File: src/rtl/motor_pasos_pkg.sv
// Shared definitions for the stepper sequencer: coil tables, phase width, command encoding.
// Build option: MOTOR_HALF_STEP_EN selects the 8-entry half-step table and a 3-bit phase index.
package motor_pkg;

  localparam int unsigned COIL_W = 4;
  localparam int unsigned DEG_W  = 16;
  localparam int unsigned SUB_W  = 8;

`ifdef MOTOR_HALF_STEP_EN
  localparam int unsigned PHASE_W = 3;
`else
  localparam int unsigned PHASE_W = 2;
`endif

  localparam logic [1:0] CMD_ON = 2'b01;

  // Entry k sits at bits [4k+3:4k]; bit 3 of each entry is coil A.
  localparam logic [15:0] FULL_TABLE = {4'b1001, 4'b0011, 4'b0110, 4'b1100};
  localparam logic [31:0] HALF_TABLE = {4'b1001, 4'b0001, 4'b0011, 4'b0010,
                                        4'b0110, 4'b0100, 4'b1100, 4'b1000};

  function automatic logic [COIL_W-1:0] coil_of(input logic [PHASE_W-1:0] phase);
`ifdef MOTOR_HALF_STEP_EN
    return HALF_TABLE[{phase, 2'b00} +: COIL_W];
`else
    return FULL_TABLE[{phase, 2'b00} +: COIL_W];
`endif
  endfunction

  function automatic int unsigned tick_period(input int unsigned clk_hz,
                                              input int unsigned step_hz);
    return (step_hz == 0 || clk_hz < step_hz) ? 1 : clk_hz / step_hz;
  endfunction

endpackage

File: src/rtl/motor_pasos_if.sv
// Command/drive bundle between the positioning controller and the stepper sequencer.
interface motor_pasos_if;
  logic [1:0]  cmd_theta_pos;
  logic [1:0]  cmd_theta_neg;
  logic [1:0]  cmd_phi_pos;
  logic [1:0]  cmd_phi_neg;
  logic [3:0]  coil_theta;
  logic [3:0]  coil_phi;
  logic [15:0] theta_actual;
  logic [15:0] phi_actual;
  logic        step_theta;
  logic        step_phi;

  modport master (
    output cmd_theta_pos, cmd_theta_neg, cmd_phi_pos, cmd_phi_neg,
    input  coil_theta, coil_phi, theta_actual, phi_actual, step_theta, step_phi
  );

  modport slave (
    input  cmd_theta_pos, cmd_theta_neg, cmd_phi_pos, cmd_phi_neg,
    output coil_theta, coil_phi, theta_actual, phi_actual, step_theta, step_phi
  );
endinterface

File: src/rtl/motor_pasos_step_axis.sv
// One stepper axis: phase sequencing, sub-degree counting and degree position
// with either clamping (WRAP=0, 0..LIMIT) or modulo (WRAP=1, 0..LIMIT-1) behaviour.
module step_axis
  import motor_pkg::*;
#(
  parameter int unsigned LIMIT         = 180,
  parameter bit          WRAP          = 1'b0,
  parameter int unsigned STEPS_PER_DEG = 4
) (
  input  logic              clk,
  input  logic              rst,
  input  logic              tick_i,
  input  logic [1:0]        pos_i,
  input  logic [1:0]        neg_i,
  output logic [COIL_W-1:0] coil_o,
  output logic [DEG_W-1:0]  deg_o,
  output logic              step_o
);

  localparam logic [SUB_W-1:0] SUB_TOP = SUB_W'(STEPS_PER_DEG - 1);
  localparam logic [DEG_W-1:0] DEG_TOP = WRAP ? DEG_W'(LIMIT - 1) : DEG_W'(LIMIT);

  logic [PHASE_W-1:0] phase_q, phase_d;
  logic [SUB_W-1:0]   sub_q, sub_d;
  logic [DEG_W-1:0]   deg_q, deg_d;
  logic [COIL_W-1:0]  coil_q, coil_d;
  logic               step_q, step_d;
  logic               pos_act, neg_act, at_min, at_max, cw, ccw;

  // Step decision: exclusive command on a tick, clamped axes refuse to leave their range.
  always_comb begin
    pos_act = (pos_i == CMD_ON);
    neg_act = (neg_i == CMD_ON);
    at_min  = !WRAP && (deg_q == '0) && (sub_q == '0);
    at_max  = !WRAP && (deg_q == DEG_TOP) && (sub_q == '0);
    cw      = tick_i && pos_act && !neg_act && !at_min;
    ccw     = tick_i && neg_act && !pos_act && !at_max;
  end

  always_comb begin
    phase_d = phase_q;
    sub_d   = sub_q;
    deg_d   = deg_q;
    coil_d  = coil_q;
    step_d  = cw || ccw;
    if (ccw) begin
      phase_d = phase_q + PHASE_W'(1);
      if (sub_q == SUB_TOP) begin
        sub_d = '0;
        deg_d = (deg_q == DEG_TOP) ? '0 : deg_q + DEG_W'(1);
      end else begin
        sub_d = sub_q + SUB_W'(1);
      end
    end else if (cw) begin
      phase_d = phase_q - PHASE_W'(1);
      if (sub_q == '0) begin
        sub_d = SUB_TOP;
        deg_d = (deg_q == '0) ? DEG_TOP : deg_q - DEG_W'(1);
      end else begin
        sub_d = sub_q - SUB_W'(1);
      end
    end
    // Coils stay de-energized until the first step, then hold the last pattern.
    if (cw || ccw) coil_d = coil_of(phase_d);
  end

  always_ff @(posedge clk) begin
    if (rst) begin
      phase_q <= '0;
      sub_q   <= '0;
      deg_q   <= '0;
      coil_q  <= '0;
      step_q  <= 1'b0;
    end else begin
      phase_q <= phase_d;
      sub_q   <= sub_d;
      deg_q   <= deg_d;
      coil_q  <= coil_d;
      step_q  <= step_d;
    end
  end

  assign coil_o = coil_q;
  assign deg_o  = deg_q;
  assign step_o = step_q;

endmodule

File: src/rtl/motor_pasos.sv
// Two-axis stepper sequencer: shared step-rate prescaler feeding theta (clamped) and phi (wrapping) axes.
// Build option: MOTOR_HALF_STEP_EN (half-step coil sequence, see motor_pkg).
module motor_pasos
  import motor_pkg::*;
#(
  parameter int unsigned CLK_HZ        = 50_000_000,
  parameter int unsigned STEP_HZ       = 200,
  parameter int unsigned STEPS_PER_DEG = 4,
  parameter int unsigned THETA_MAX     = 180,
  parameter int unsigned PHI_MOD       = 360
) (
  input  logic         clk,
  input  logic         rst,
  motor_pasos_if.slave bus
);

  localparam int unsigned TICK_N = tick_period(CLK_HZ, STEP_HZ);
  localparam int unsigned CNT_W  = (TICK_N > 1) ? $clog2(TICK_N) : 1;

  logic [CNT_W-1:0] cnt_q, cnt_d;
  logic             tick_c;

  // Prescaler: tick on the last count of each step period.
  always_comb begin
    tick_c = (cnt_q == CNT_W'(TICK_N - 1));
    cnt_d  = tick_c ? '0 : cnt_q + CNT_W'(1);
  end

  always_ff @(posedge clk) begin
    if (rst) cnt_q <= '0;
    else     cnt_q <= cnt_d;
  end

  step_axis #(
    .LIMIT         (THETA_MAX),
    .WRAP          (1'b0),
    .STEPS_PER_DEG (STEPS_PER_DEG)
  ) u_theta (
    .clk    (clk),
    .rst    (rst),
    .tick_i (tick_c),
    .pos_i  (bus.cmd_theta_pos),
    .neg_i  (bus.cmd_theta_neg),
    .coil_o (bus.coil_theta),
    .deg_o  (bus.theta_actual),
    .step_o (bus.step_theta)
  );

  step_axis #(
    .LIMIT         (PHI_MOD),
    .WRAP          (1'b1),
    .STEPS_PER_DEG (STEPS_PER_DEG)
  ) u_phi (
    .clk    (clk),
    .rst    (rst),
    .tick_i (tick_c),
    .pos_i  (bus.cmd_phi_pos),
    .neg_i  (bus.cmd_phi_neg),
    .coil_o (bus.coil_phi),
    .deg_o  (bus.phi_actual),
    .step_o (bus.step_phi)
  );

endmodule
File: src/flat_wrapper.sv
// flat-port wrapper written by rule: the top's interface ports become plain ports
module motor_pasos_flat import motor_pkg::*;
#(
  parameter int unsigned CLK_HZ        = 50_000_000,
  parameter int unsigned STEP_HZ       = 200,
  parameter int unsigned STEPS_PER_DEG = 4,
  parameter int unsigned THETA_MAX     = 180,
  parameter int unsigned PHI_MOD       = 360
)
  (clk, rst, bus_cmd_theta_pos, bus_cmd_theta_neg, bus_cmd_phi_pos, bus_cmd_phi_neg, bus_coil_theta, bus_coil_phi, bus_theta_actual, bus_phi_actual, bus_step_theta, bus_step_phi);
  motor_pasos_if bus_i ();
  input  logic clk;
  input  logic rst;
  input wire logic [$bits(bus_i.cmd_theta_pos)-1:0] bus_cmd_theta_pos;
  input wire logic [$bits(bus_i.cmd_theta_neg)-1:0] bus_cmd_theta_neg;
  input wire logic [$bits(bus_i.cmd_phi_pos)-1:0] bus_cmd_phi_pos;
  input wire logic [$bits(bus_i.cmd_phi_neg)-1:0] bus_cmd_phi_neg;
  output wire logic [$bits(bus_i.coil_theta)-1:0] bus_coil_theta;
  output wire logic [$bits(bus_i.coil_phi)-1:0] bus_coil_phi;
  output wire logic [$bits(bus_i.theta_actual)-1:0] bus_theta_actual;
  output wire logic [$bits(bus_i.phi_actual)-1:0] bus_phi_actual;
  output wire logic [$bits(bus_i.step_theta)-1:0] bus_step_theta;
  output wire logic [$bits(bus_i.step_phi)-1:0] bus_step_phi;
  assign bus_i.cmd_theta_pos = bus_cmd_theta_pos;
  assign bus_i.cmd_theta_neg = bus_cmd_theta_neg;
  assign bus_i.cmd_phi_pos = bus_cmd_phi_pos;
  assign bus_i.cmd_phi_neg = bus_cmd_phi_neg;
  assign bus_coil_theta = bus_i.coil_theta;
  assign bus_coil_phi = bus_i.coil_phi;
  assign bus_theta_actual = bus_i.theta_actual;
  assign bus_phi_actual = bus_i.phi_actual;
  assign bus_step_theta = bus_i.step_theta;
  assign bus_step_phi = bus_i.step_phi;
  motor_pasos #(.CLK_HZ(CLK_HZ), .STEP_HZ(STEP_HZ), .STEPS_PER_DEG(STEPS_PER_DEG), .THETA_MAX(THETA_MAX), .PHI_MOD(PHI_MOD)) u_core (.clk(clk), .rst(rst), .bus(bus_i));
endmodule
File: config.mk
export PLATFORM = sky130hd
export DESIGN_NAME = motor_pasos_flat
export DESIGN_NICKNAME = d
export VERILOG_FILES = /design/src/rtl/motor_pasos_pkg.sv /design/src/rtl/motor_pasos_if.sv /design/src/rtl/motor_pasos_step_axis.sv /design/src/rtl/motor_pasos.sv /design/src/flat_wrapper.sv
export SDC_FILE = /design/constraint.sdc
export NUM_CORES = 1
export LEC_CHECK = 0
export BUFFER_PORTS_ARGS = -buffer_cell sky130_fd_sc_hd__buf_2
export CAP_MARGIN = 40
export CORE_UTILIZATION = 55
export DETAILED_ROUTE_END_ITERATION = 7
export GPL_TIMING_DRIVEN = 0
export HOLD_SLACK_MARGIN = 0.08
export PLACE_DENSITY = 0.74
export SYNTH_ARGS = -nofsm -noshare
export SYNTH_HDL_FRONTEND = slang
export SYNTH_SLANG_ARGS = --single-unit
File: constraint.sdc
create_clock -name clk -period 3.1 [get_ports clk]
set_input_delay 0.31 -clock clk [delete_from_list [all_inputs] [get_ports clk]]
set_output_delay 0.31 -clock clk [all_outputs]
set_load 0.01 [all_outputs]
==> results of run 1 <==
## worst min path at each step
| stage | from | endpoint | slack (ns) | cells after the start |
|---|---|---|---|---|
| after floorplan | u_core.cnt_q[0] | u_core.cnt_q[0] | 0.41 | 1 |
| after global placement | u_core.cnt_q[0] | u_core.cnt_q[0] | 0.43 | 1 |
| after detailed placement | u_core.cnt_q[0] | u_core.cnt_q[0] | 0.43 | 1 |
| after CTS | rst | u_core.u_theta.deg_o[9] | 0.36 | 4 |
| after global routing | rst | u_core.u_theta.deg_o[9] | 0.39 | 4 |
| final | rst | u_core.u_theta.deg_o[9] | 0.36 | 4 |
## repair_timing
item,CTS,global route
setup endpoints to repair,1,26
gates resized for setup,0,12
pin swaps,0,0
## final cells by class
| class | count | area, um2 |
|---|---|---|
| Timing Repair Buffer | 52 | 260.3 |
| Multi-Input combinational cell | 627 | 4036 |
| Sequential cell | 80 | 1602 |
| Fill cell | 952 | 3790 |
| Clock inverter | 6 | 50.05 |
| Buffer | 53 | 241.5 |
| Inverter | 22 | 82.58 |
| Tap cell | 136 | 170.2 |
| Clock buffer | 10 | 137.6 |
## cells in the final DEF, fill, tap and decap left out, types with 10 or more instances in the layout
| master | count |
|---|---|
| o31ai_1 | 10 |
| and3_1 | 21 |
| xnor2_1 | 17 |
| clkbuf_1 | 36 |
| inv_1 | 21 |
| mux2i_1 | 10 |
| ha_1 | 13 |
| buf_2 | 60 |
| xor2_1 | 18 |
| nor4_1 | 17 |
| dfxtp_1 | 80 |
| o21ai_0 | 27 |
| clkbuf_8 | 10 |
| or3_1 | 14 |
| nand3_1 | 47 |
| o22ai_1 | 12 |
| nor3_1 | 35 |
| a21oi_1 | 50 |
| nand2_1 | 67 |
| nand4_1 | 20 |
| nor2_1 | 77 |
## per-stage QoR
step | power, uW | TNS [ns] | cells | setup slack, ns | cell area, um2
after floorplan | 1094 | 0 | 783 | 0.5997 | 5927
after global placement | 1121 | 0 | 970 | 0.02761 | 6352
after detailed placement | 1123 | 0 | 971 | 0.004684 | 6357
after CTS | 1886 | -0.01429 | 987 | -0.01429 | 6545
after global routing | 1934 | 0 | 986 | 0.03895 | 6580
final | 1881 | 0 | 986 | 0.1713 | 6580
## cells by family after synthesis
logic type      share of synthesized area (%)
mux                                     1.689
fa+ha+maj                               2.744
simple gates                            33.95
flops                                   27.02
buf+inv                                 5.446
compound gates                          23.98
xor+xnor                                5.172
## power breakdown
part	switching (uW)	internal, uW	total [uW]
clock	457	323	780
combinational	51.9	17.0	68.9
sequential	2.32	1030	1030
total	512	1370	1880
## per-layer routing
metal,up-vias,track usage (%),routed length (um)
met4,0,17.66,693
met1,3134,44.12,8125
met3,69,5.690,1401
met5,-,0,0
met2,310,55.65,8840
li1,3073,-,-
## flip-flops by register name, indices dropped and copies added, names as in the netlist
name / cells
u_core.u_phi.step_o: 1
u_core.u_phi.sub_q: 8
u_core.u_theta.coil_o: 4
u_core.u_phi.deg_o: 16
u_core.u_phi.phase_q: 2
u_core.u_theta.sub_q: 8
u_core.u_phi.coil_o: 4
u_core.cnt_q: 18
u_core.u_theta.deg_o: 16
u_core.u_theta.phase_q: 2
u_core.u_theta.step_o: 1
## worst reg2reg max path: cells and delay by family, from the launching register on
kind / cells / cell delay, ns
adder cells (fa/ha/maj): 1 / 0.21
AND/OR/NAND/NOR: 3 / 1.40
flip-flops: 1 / 0.36
AO/OA/AOI/OAI: 3 / 0.91
==> metrics.yaml, run 1 <==
status:
  outcome: "finished, final reports clean"
clocking:
  ctsHoldBuffers: 0
  clk_pin_slew_ns: 0.09
  insertion_delay_ns: 0.38
  cts_sinks: 80
  cts_setup_buffers: 0
  clockBufferDepth: 2
  cts_tree: "done"
  htreeDepth: 3
  root_buffer: "clkbuf_8"
  numCtsBuffers: 9
synth:
  synth_area_per_cell_um2: 7.570
  ys_ff_latch: 80
  synth_most_common_cell: "dfxtp_1"
  synth-edff-count: 0
  synth_top_area_share_pct: 27.02
  synthCells: 783
  syn_area_um2: 5927
  yosysSeqAreaShare_pct: 27.02
  synthFlopType: "dfxtp_1"
  synth_common_cells: "80 x dfxtp_1, 77 x nor2_1, 67 x nand2_1"
  synth.distinct_cells: 80
  ys_top_cells_by_area: "dfxtp_1 27%, nor2_1 4.9%, nand2_1 4.2%"
  yosysWarnings: 0
  synthArstFlopShare_pct: 0
  yosysTopAreaCell: "dfxtp_1"
  synth_nets: 806
drt:
  num_vias: 6586
  antenna_left: 0
  drt_drc_violations_left: 0
  routed_wl_mm: 19.06
  avgViaCountPerCell: 6.680
  drt-wirelength-per-cell_um: 19.33
  first_iter_violations: 540
  dr.pass1.iters: 6
global_routing:
  grt_max_degree: 16
  grt_first_pass_wirelength_mm: 30.81
  grt_pass1_vias: 6131
  antenna_found_initial: 0
  gr-total-overflow: 0
  grtUsageTotal_pct: 34.43
placed_design:
  dp_hpwl_mm: 13.60
  io_buffers: 51
  gp_congestion: 0.9464
floorplan:
  initial_utilization_pct: 57.15
  die_y_um: 105.8
  die_x_um: 105.8
  pin_count: 52
  die-area_um2: 11200
  core_area_um2: 10370
  rows: 37
sta:
  min_period_over_period_pct: 94.48
  fmax_ghz: 0.3414
  rsz0062_at_grt: "no"
  clock_skew_ns: 0.009101
  finalMaxSlewViolations: 0
  tightest_slew_ns: 0.8639
  whs_ns: 0.3606
  slew_headroom_pct: 41.87
  min_period_ns: 2.929
  finalHoldViolations: 0
  setup_viol: 0
worst_setup_path:
  path_buf_inv: 0
  reg2reg_from: "u_core.cnt_q[0]"
  crit_chain: "ha_1 -> nand3_1 -> nor4_1 -> nand2_1 -> o41a_1 -> a22oi_1 -> a221o_1"
  end_kind: "flip-flop"
  ff2ff_path_depth: 7
  worstSetupStartpoint: "u_core.cnt_q[0]"
  start_kind: "flip-flop"
  critPathMaxFanout: 9
  critPathTopFamily: "simple AND/OR/NAND/NOR gates"
  critPathKind: "reg -> reg"
  cp-endpoint: "u_core.u_theta.deg_o[3]"
  slowest_delay_ns: 0.77
  reg2reg_to: "u_core.u_theta.deg_o[3]"
  worstPathRequired_ns: 3.43
  cp_slowest_cell: "nor4_1"
  cp.arrival_ns: 3.26
  worst-path-stages: 7
  reg2reg_setup_slack_ns: 0.17
finish:
  antenna_cells: 0
  layout-drive-gt1-share_pct: 13.29
  fin_nets: 868
  syn2layout_area_growth_pct: 11.02
  final_util_pct: 63.45
power:
  leakage_uw: 0.002484
  ir_drop_mv: 0.2349
  p_per_area_nw_per_um2: 285.9
worst_hold_path:
  min_path_type: "in -> reg"
run:
  max_cap_violations: 0
Note: power is estimated with default switching activity, not from simulation.
==> run 2: changes to the inputs <==
BUFFER_PORTS_ARGS = -buffer_cell sky130_fd_sc_hd__buf_4   (was -buffer_cell sky130_fd_sc_hd__buf_2)
==> run 2 against run 1 <==
Effect of this change: cell count up 0.30%; highest routed layer unchanged; sequential power about the same; via count up 0.68%; utilization up 1.5 points; die area is the same.
==> metrics.yaml, run 2 (same netlist as run 1, synthesis figures left out) <==
sta:
  slew_headroom_pct: 44.45
  finalHoldViolations: 0
  finalMaxSlewViolations: 0
  tightest_slew_ns: 0.8287
  min_period_ns: 2.939
  fmax_ghz: 0.3402
  rsz0062_at_grt: "yes"
  min_period_over_period_pct: 94.81
  tns_ns: 0
  setup_viol: 0
  clock_skew_ns: 0.009908
power:
  clockPowerShare_pct: 41.4
  ir_drop_mv: 0.2064
  p_per_area_nw_per_um2: 279.9
  p_comb_share_pct: 3.8
  power.internal_uw: 1374
  power_frac_seq_pct: 54.8
  switching_power_uw: 511.7
  swShare_pct: 27.13
  power.total_uw: 1886
  leakage_uw: 0.002493
worst_hold_path:
  hold_depth: 4
  hp-start: "rst"
  min_path_type: "in -> reg"
finish:
  register_area_um2: 1602
  largest_reg_flops: 18
  final_util_pct: 64.96
  regMostFlops: "u_core.cnt_q"
  fin_nets: 871
  multi_input_area_um2: 4043
  n_fill_cell: 938
  layout_commonest_cell: "dfxtp_1"
  final_cell_mix: "80 x dfxtp_1, 77 x nor2_1, 67 x nand2_1"
  layout-drive-gt1-share_pct: 13.48
  antenna_cells: 0
  syn2layout_area_growth_pct: 13.66
clocking:
  numCtsBuffers: 9
  root_buffer: "clkbuf_8"
  cts_sinks: 80
  insertion_delay_ns: 0.38
  clockBufferDepth: 2
  htreeDepth: 3
  cts_tree: "done"
  clk_pin_slew_ns: 0.08
global_routing:
  grt_util_met3_pct: 5.257
  grtUsageTotal_pct: 34.65
  met2_usage_pct: 57.33
  antenna_found_initial: 0
  met1_usage_pct: 43.69
  gr-total-overflow: 0
  grt_max_degree: 16
  grt_busiest_layer: "met2"
  grt_pass1_vias: 6162
  grt_first_pass_wirelength_mm: 30.89
floorplan:
  initial_utilization_pct: 57.15
  die_x_um: 105.8
  core_area_um2: 10370
  rows: 37
  die-area_um2: 11200
  die_y_um: 105.8
  pin_count: 52
worst_setup_path:
  critPathMaxFanout: 10
  end_kind: "flip-flop"
  ff2ff_path_depth: 10
  cp.arrival_ns: 3.16
  reg2reg_from: "u_core.u_theta.deg_o[0]"
  worstPathRequired_ns: 3.32
  start_kind: "flip-flop"
  worstSetupStartpoint: "u_core.u_theta.deg_o[0]"
  critPathKind: "reg -> reg"
drt:
  antenna_left: 0
  first_iter_violations: 572
  num_vias: 6631
  routed_wl_mm: 19.31
  dr.pass1.iters: 6
  drt-wirelength-per-cell_um: 19.52
  avgViaCountPerCell: 6.705
  drt_drc_violations_left: 0
placed_design:
  gp_congestion: 0.9319
  dp_hpwl_mm: 13.74
  io_buffers: 51
status:
  outcome: "finished, final reports clean"
run:
  max_cap_violations: 0
[run 2: changes by cell type in the layout (fill, tap and decap cells not counted), sizes merged]
| cell | before | now |
|---|---|---|
| inv | 25 | 24 |
| buf | 64 | 67 |
| clkinv | 1 | 2 |
[run 2: power groups by stage]
stage / registers [uW] / logic, uW / clock network [uW]
after global routing: 1030 / 77.5 / 829
after detailed placement: 1060 / 70.7 / 0
after CTS: 1030 / 70.7 / 794
after floorplan: 1060 / 37.8 / 0
final: 1030 / 72.4 / 781
after global placement: 1060 / 69.3 / 0
[run 2: per-stage QoR]
stage	setup WS [ns]	cells	cell area (um2)	hold slack (ns)
after floorplan	0.5997	783	5927	0.4130
after global placement	-0.02816	970	6480	0.4269
after detailed placement	-0.04421	971	6485	0.4548
after CTS	0.03495	987	6700	0.2960
after global routing	-0.05953	989	6736	0.3180
final	0.1608	989	6736	0.3117
[run 2: layer usage]
layer	wire, um	vias to the layer above
li1	-	3082
met1	7950	3146
met2	9218	343
met3	1557	60
met4	584	0
met5	0	-
[run 2: worst max-delay path, cell delays in order (launching register included)]
cell      delay, ns
dfxtp_1        0.36
clkbuf_1       0.36
inv_1          0.16
ha_1           0.28
and4b_1        0.20
and4_1         0.26
a211oi_2       0.36
buf_2          0.35
nor3_1         0.09
a211oi_1       0.26
a221oi_1       0.11
[run 2: path summary, 6_finish.rpt]
| check | slack [ns] | end |
|---|---|---|
| worst max register to register | 0.16 | u_core.u_theta.deg_o[8] |
| worst min register to register | 0.47 | u_core.u_theta.coil_o[0] |
| worst min-delay path | 0.31 | u_core.u_theta.deg_o[9] |
| worst max-delay path | 0.16 | u_core.u_theta.deg_o[8] |
[run 2: cell type report]
cell class / count / area share [%]
Inverter: 22 / 1.226
Clock buffer: 10 / 2.043
Sequential cell: 80 / 23.77
Clock inverter: 6 / 0.7801
Tap cell: 136 / 2.526
Multi-Input combinational cell: 627 / 60.01
Buffer: 53 / 3.548
Timing Repair Buffer: 55 / 6.092
[run 2: timing repair]
item / 4_1_cts / 5_1_grt
hold buffers: 0 / 0
buffers inserted: 0 / 3
resized for setup: 3 / 6
endpoints found under the setup margin: 2 / 17
pin swaps: 0 / 1
gates cloned: 0 / 0
==> run 3: changes to the inputs <==
BUFFER_PORTS_ARGS = default   (was -buffer_cell sky130_fd_sc_hd__buf_4)
DONT_BUFFER_PORTS = 1   (was default)
PLACE_DENSITY = 0.7   (was 0.74)
==> run 3 against run 2 <==
Effect of this change: largest cell class unchanged; largest power group unchanged; clock skew is 0.0035 ns higher; global-route usage is 0.21 points higher; clock power up 17%; cell count down 5.3%; non-clock buffer count shrank 51; final area down 5.3%.
==> metrics.yaml, run 3 (same netlist as run 1, synthesis figures left out) <==
status:
  outcome: "finished, final reports clean"
worst_hold_path:
  min_path_type: "in -> reg"
  hold_depth: 3
sta:
  tightest_slew_ns: 0.8278
  min_period_over_period_pct: 95.87
  min_period_ns: 2.972
  rsz0062_at_grt: "no"
  finalHoldViolations: 0
  fmax_ghz: 0.3365
  setup_ws_ns: 0.1280
  finalMaxSlewViolations: 0
  slew_headroom_pct: 44.81
  setup_viol: 0
  clock_skew_ns: 0.01338
drt:
  drt-wirelength-per-cell_um: 20.53
  avgViaCountPerCell: 6.917
  dr.pass1.iters: 6
  first_iter_violations: 644
  antenna_left: 0
  routed_wl_mm: 19.24
  drt_drc_violations_left: 0
  num_vias: 6481
worst_setup_path:
  cp_slowest_cell: "or4_4"
  path_buf_inv: 0
  reg2reg_from: "u_core.cnt_q[11]"
  worst-path-stages: 6
  slowest_delay_ns: 0.58
  start_kind: "flip-flop"
  cp.arrival_ns: 3.23
  reg2reg_setup_slack_ns: 0.13
  ff2ff_path_depth: 6
  worstSetupStartpoint: "u_core.cnt_q[11]"
  critPathKind: "reg -> reg"
  end_kind: "flip-flop"
  critPathTopFamily: "simple AND/OR/NAND/NOR gates"
  critPathMaxFanout: 9
  crit_chain: "or4_4 -> nor3_4 -> nand3_2 -> nor2_1 -> a22oi_1 -> o41ai_1"
  cp-endpoint: "u_core.u_phi.deg_o[4]"
  reg2reg_to: "u_core.u_phi.deg_o[4]"
  worstPathRequired_ns: 3.36
power:
  p_comb_share_pct: 3.0
  power.internal_uw: 1498
  p_per_area_nw_per_um2: 314.5
  leakage_uw: 0.002233
  swShare_pct: 25.34
  power.total_uw: 2007
  ir_drop_mv: 0.2240
  clockPowerShare_pct: 45.5
  power_frac_seq_pct: 51.5
  switching_power_uw: 508.5
global_routing:
  grt_max_degree: 15
  grtUsageTotal_pct: 34.85
  antenna_found_initial: 0
  grt_pass1_vias: 6035
  gr-total-overflow: 0
  grt_first_pass_wirelength_mm: 30.81
floorplan:
  die-area_um2: 11200
  core_area_um2: 10370
  die_x_um: 105.8
  pin_count: 52
  die_y_um: 105.8
  initial_utilization_pct: 57.15
  rows: 37
finish:
  largest_reg_flops: 18
  final_cell_mix: "80 x dfxtp_1, 77 x nor2_1, 67 x nand2_1"
  final_util_pct: 61.52
  layout-drive-gt1-share_pct: 7.865
  regMostFlops: "u_core.cnt_q"
  layout_commonest_cell: "dfxtp_1"
  n_fill_cell: 974
  syn2layout_area_growth_pct: 7.642
  fin_nets: 820
  antenna_cells: 0
placed_design:
  gp_congestion: 0.9607
  place_ws_ns: -0.04673
  io_buffers: 0
  dp_hpwl_mm: 13.38
clocking:
  htreeDepth: 3
  clockBufferDepth: 2
  cts_sinks: 80
  insertion_delay_ns: 0.39
  ctsHoldBuffers: 0
  root_buffer: "clkbuf_8"
  clk_pin_slew_ns: 0.10
  cts_tree: "done"
  numCtsBuffers: 9
run:
  max_cap_violations: 0
==> run 3: cell count changes in the layout (fill, tap and decap cells not counted) <==
cell	change
inv_6	+1
bufinv_16	+2
clkinv_4	-2
buf_4	-51
inv_8	-1
clkbuf_8	-1
==> run 3: worst min path at each step <==
stage,from,endpoint,slack [ns]
6_report,rst,u_core.u_theta.deg_o[9],0.14
5_1_grt,rst,u_core.u_theta.deg_o[9],0.15
4_1_cts,rst,u_core.u_theta.deg_o[9],0.13
3_5_place_dp,u_core.cnt_q[0],u_core.cnt_q[0],0.43
3_3_place_gp,u_core.cnt_q[0],u_core.cnt_q[0],0.42
2_1_floorplan,u_core.cnt_q[0],u_core.cnt_q[0],0.41
==> run 3: cell type report <==
class / count / area [um2] / area share, %
Clock buffer: 9 / 123.9 / 1.942
Sequential cell: 80 / 1602 / 25.10
Inverter: 22 / 82.58 / 1.294
Clock inverter: 6 / 92.59 / 1.451
Multi-Input combinational cell: 627 / 4043 / 63.37
Tap cell: 136 / 170.2 / 2.667
Timing Repair Buffer: 4 / 27.53 / 0.4315
Buffer: 53 / 239.0 / 3.746
==> run 3: power groups by stage <==
stage          Clock (uW)  Sequential (uW)  Combinational [uW]
6_report              913             1030                60.8
5_1_grt               948             1030                65.0
4_1_cts               916             1030                59.3
3_5_place_dp            0             1060                58.9
3_3_place_gp            0             1060                58.0
2_1_floorplan           0             1060                37.8
==> run 3: routing by layer <==
metal / wire, um / GRT usage [%] / vias to the layer above / share of wire, %
met3: 1863 / 4.947 / 64 / 9.7
met4: 648 / 17.06 / 0 / 3.4
met2: 8861 / 56.91 / 405 / 46
met5: 0 / 0 / - / 0
met1: 7863 / 44.95 / 3026 / 41
li1: - / - / 2986 / -
==> run 3: worst reg2reg max path: cells and delay by family, from the launching register on <==
kind / cells / cell delay [ns]
AO/OA/AOI/OAI: 2 / 0.54
AND/OR/NAND/NOR: 4 / 1.96
flip-flops: 1 / 0.36
==> run 3: what timing repair did <==
item	4_1_cts	5_1_grt
gates cloned	0	0
endpoints found under the setup margin	4	23
pin swaps	0	2
gates resized for setup	2	7
setup buffers	0	3
endpoints found under the hold margin	0	0
==> run 3: stage by stage <==
stage,TNS (ns),cell area (um2),hold WS (ns),cells
detailed placement,-0.08192,6102,0.4327,920
floorplan,0,5927,0.4130,783
finish,0,6380,0.1392,937
global route,0,6380,0.1476,937
CTS,0,6335,0.1306,935
global placement,-0.2448,6097,0.4207,919
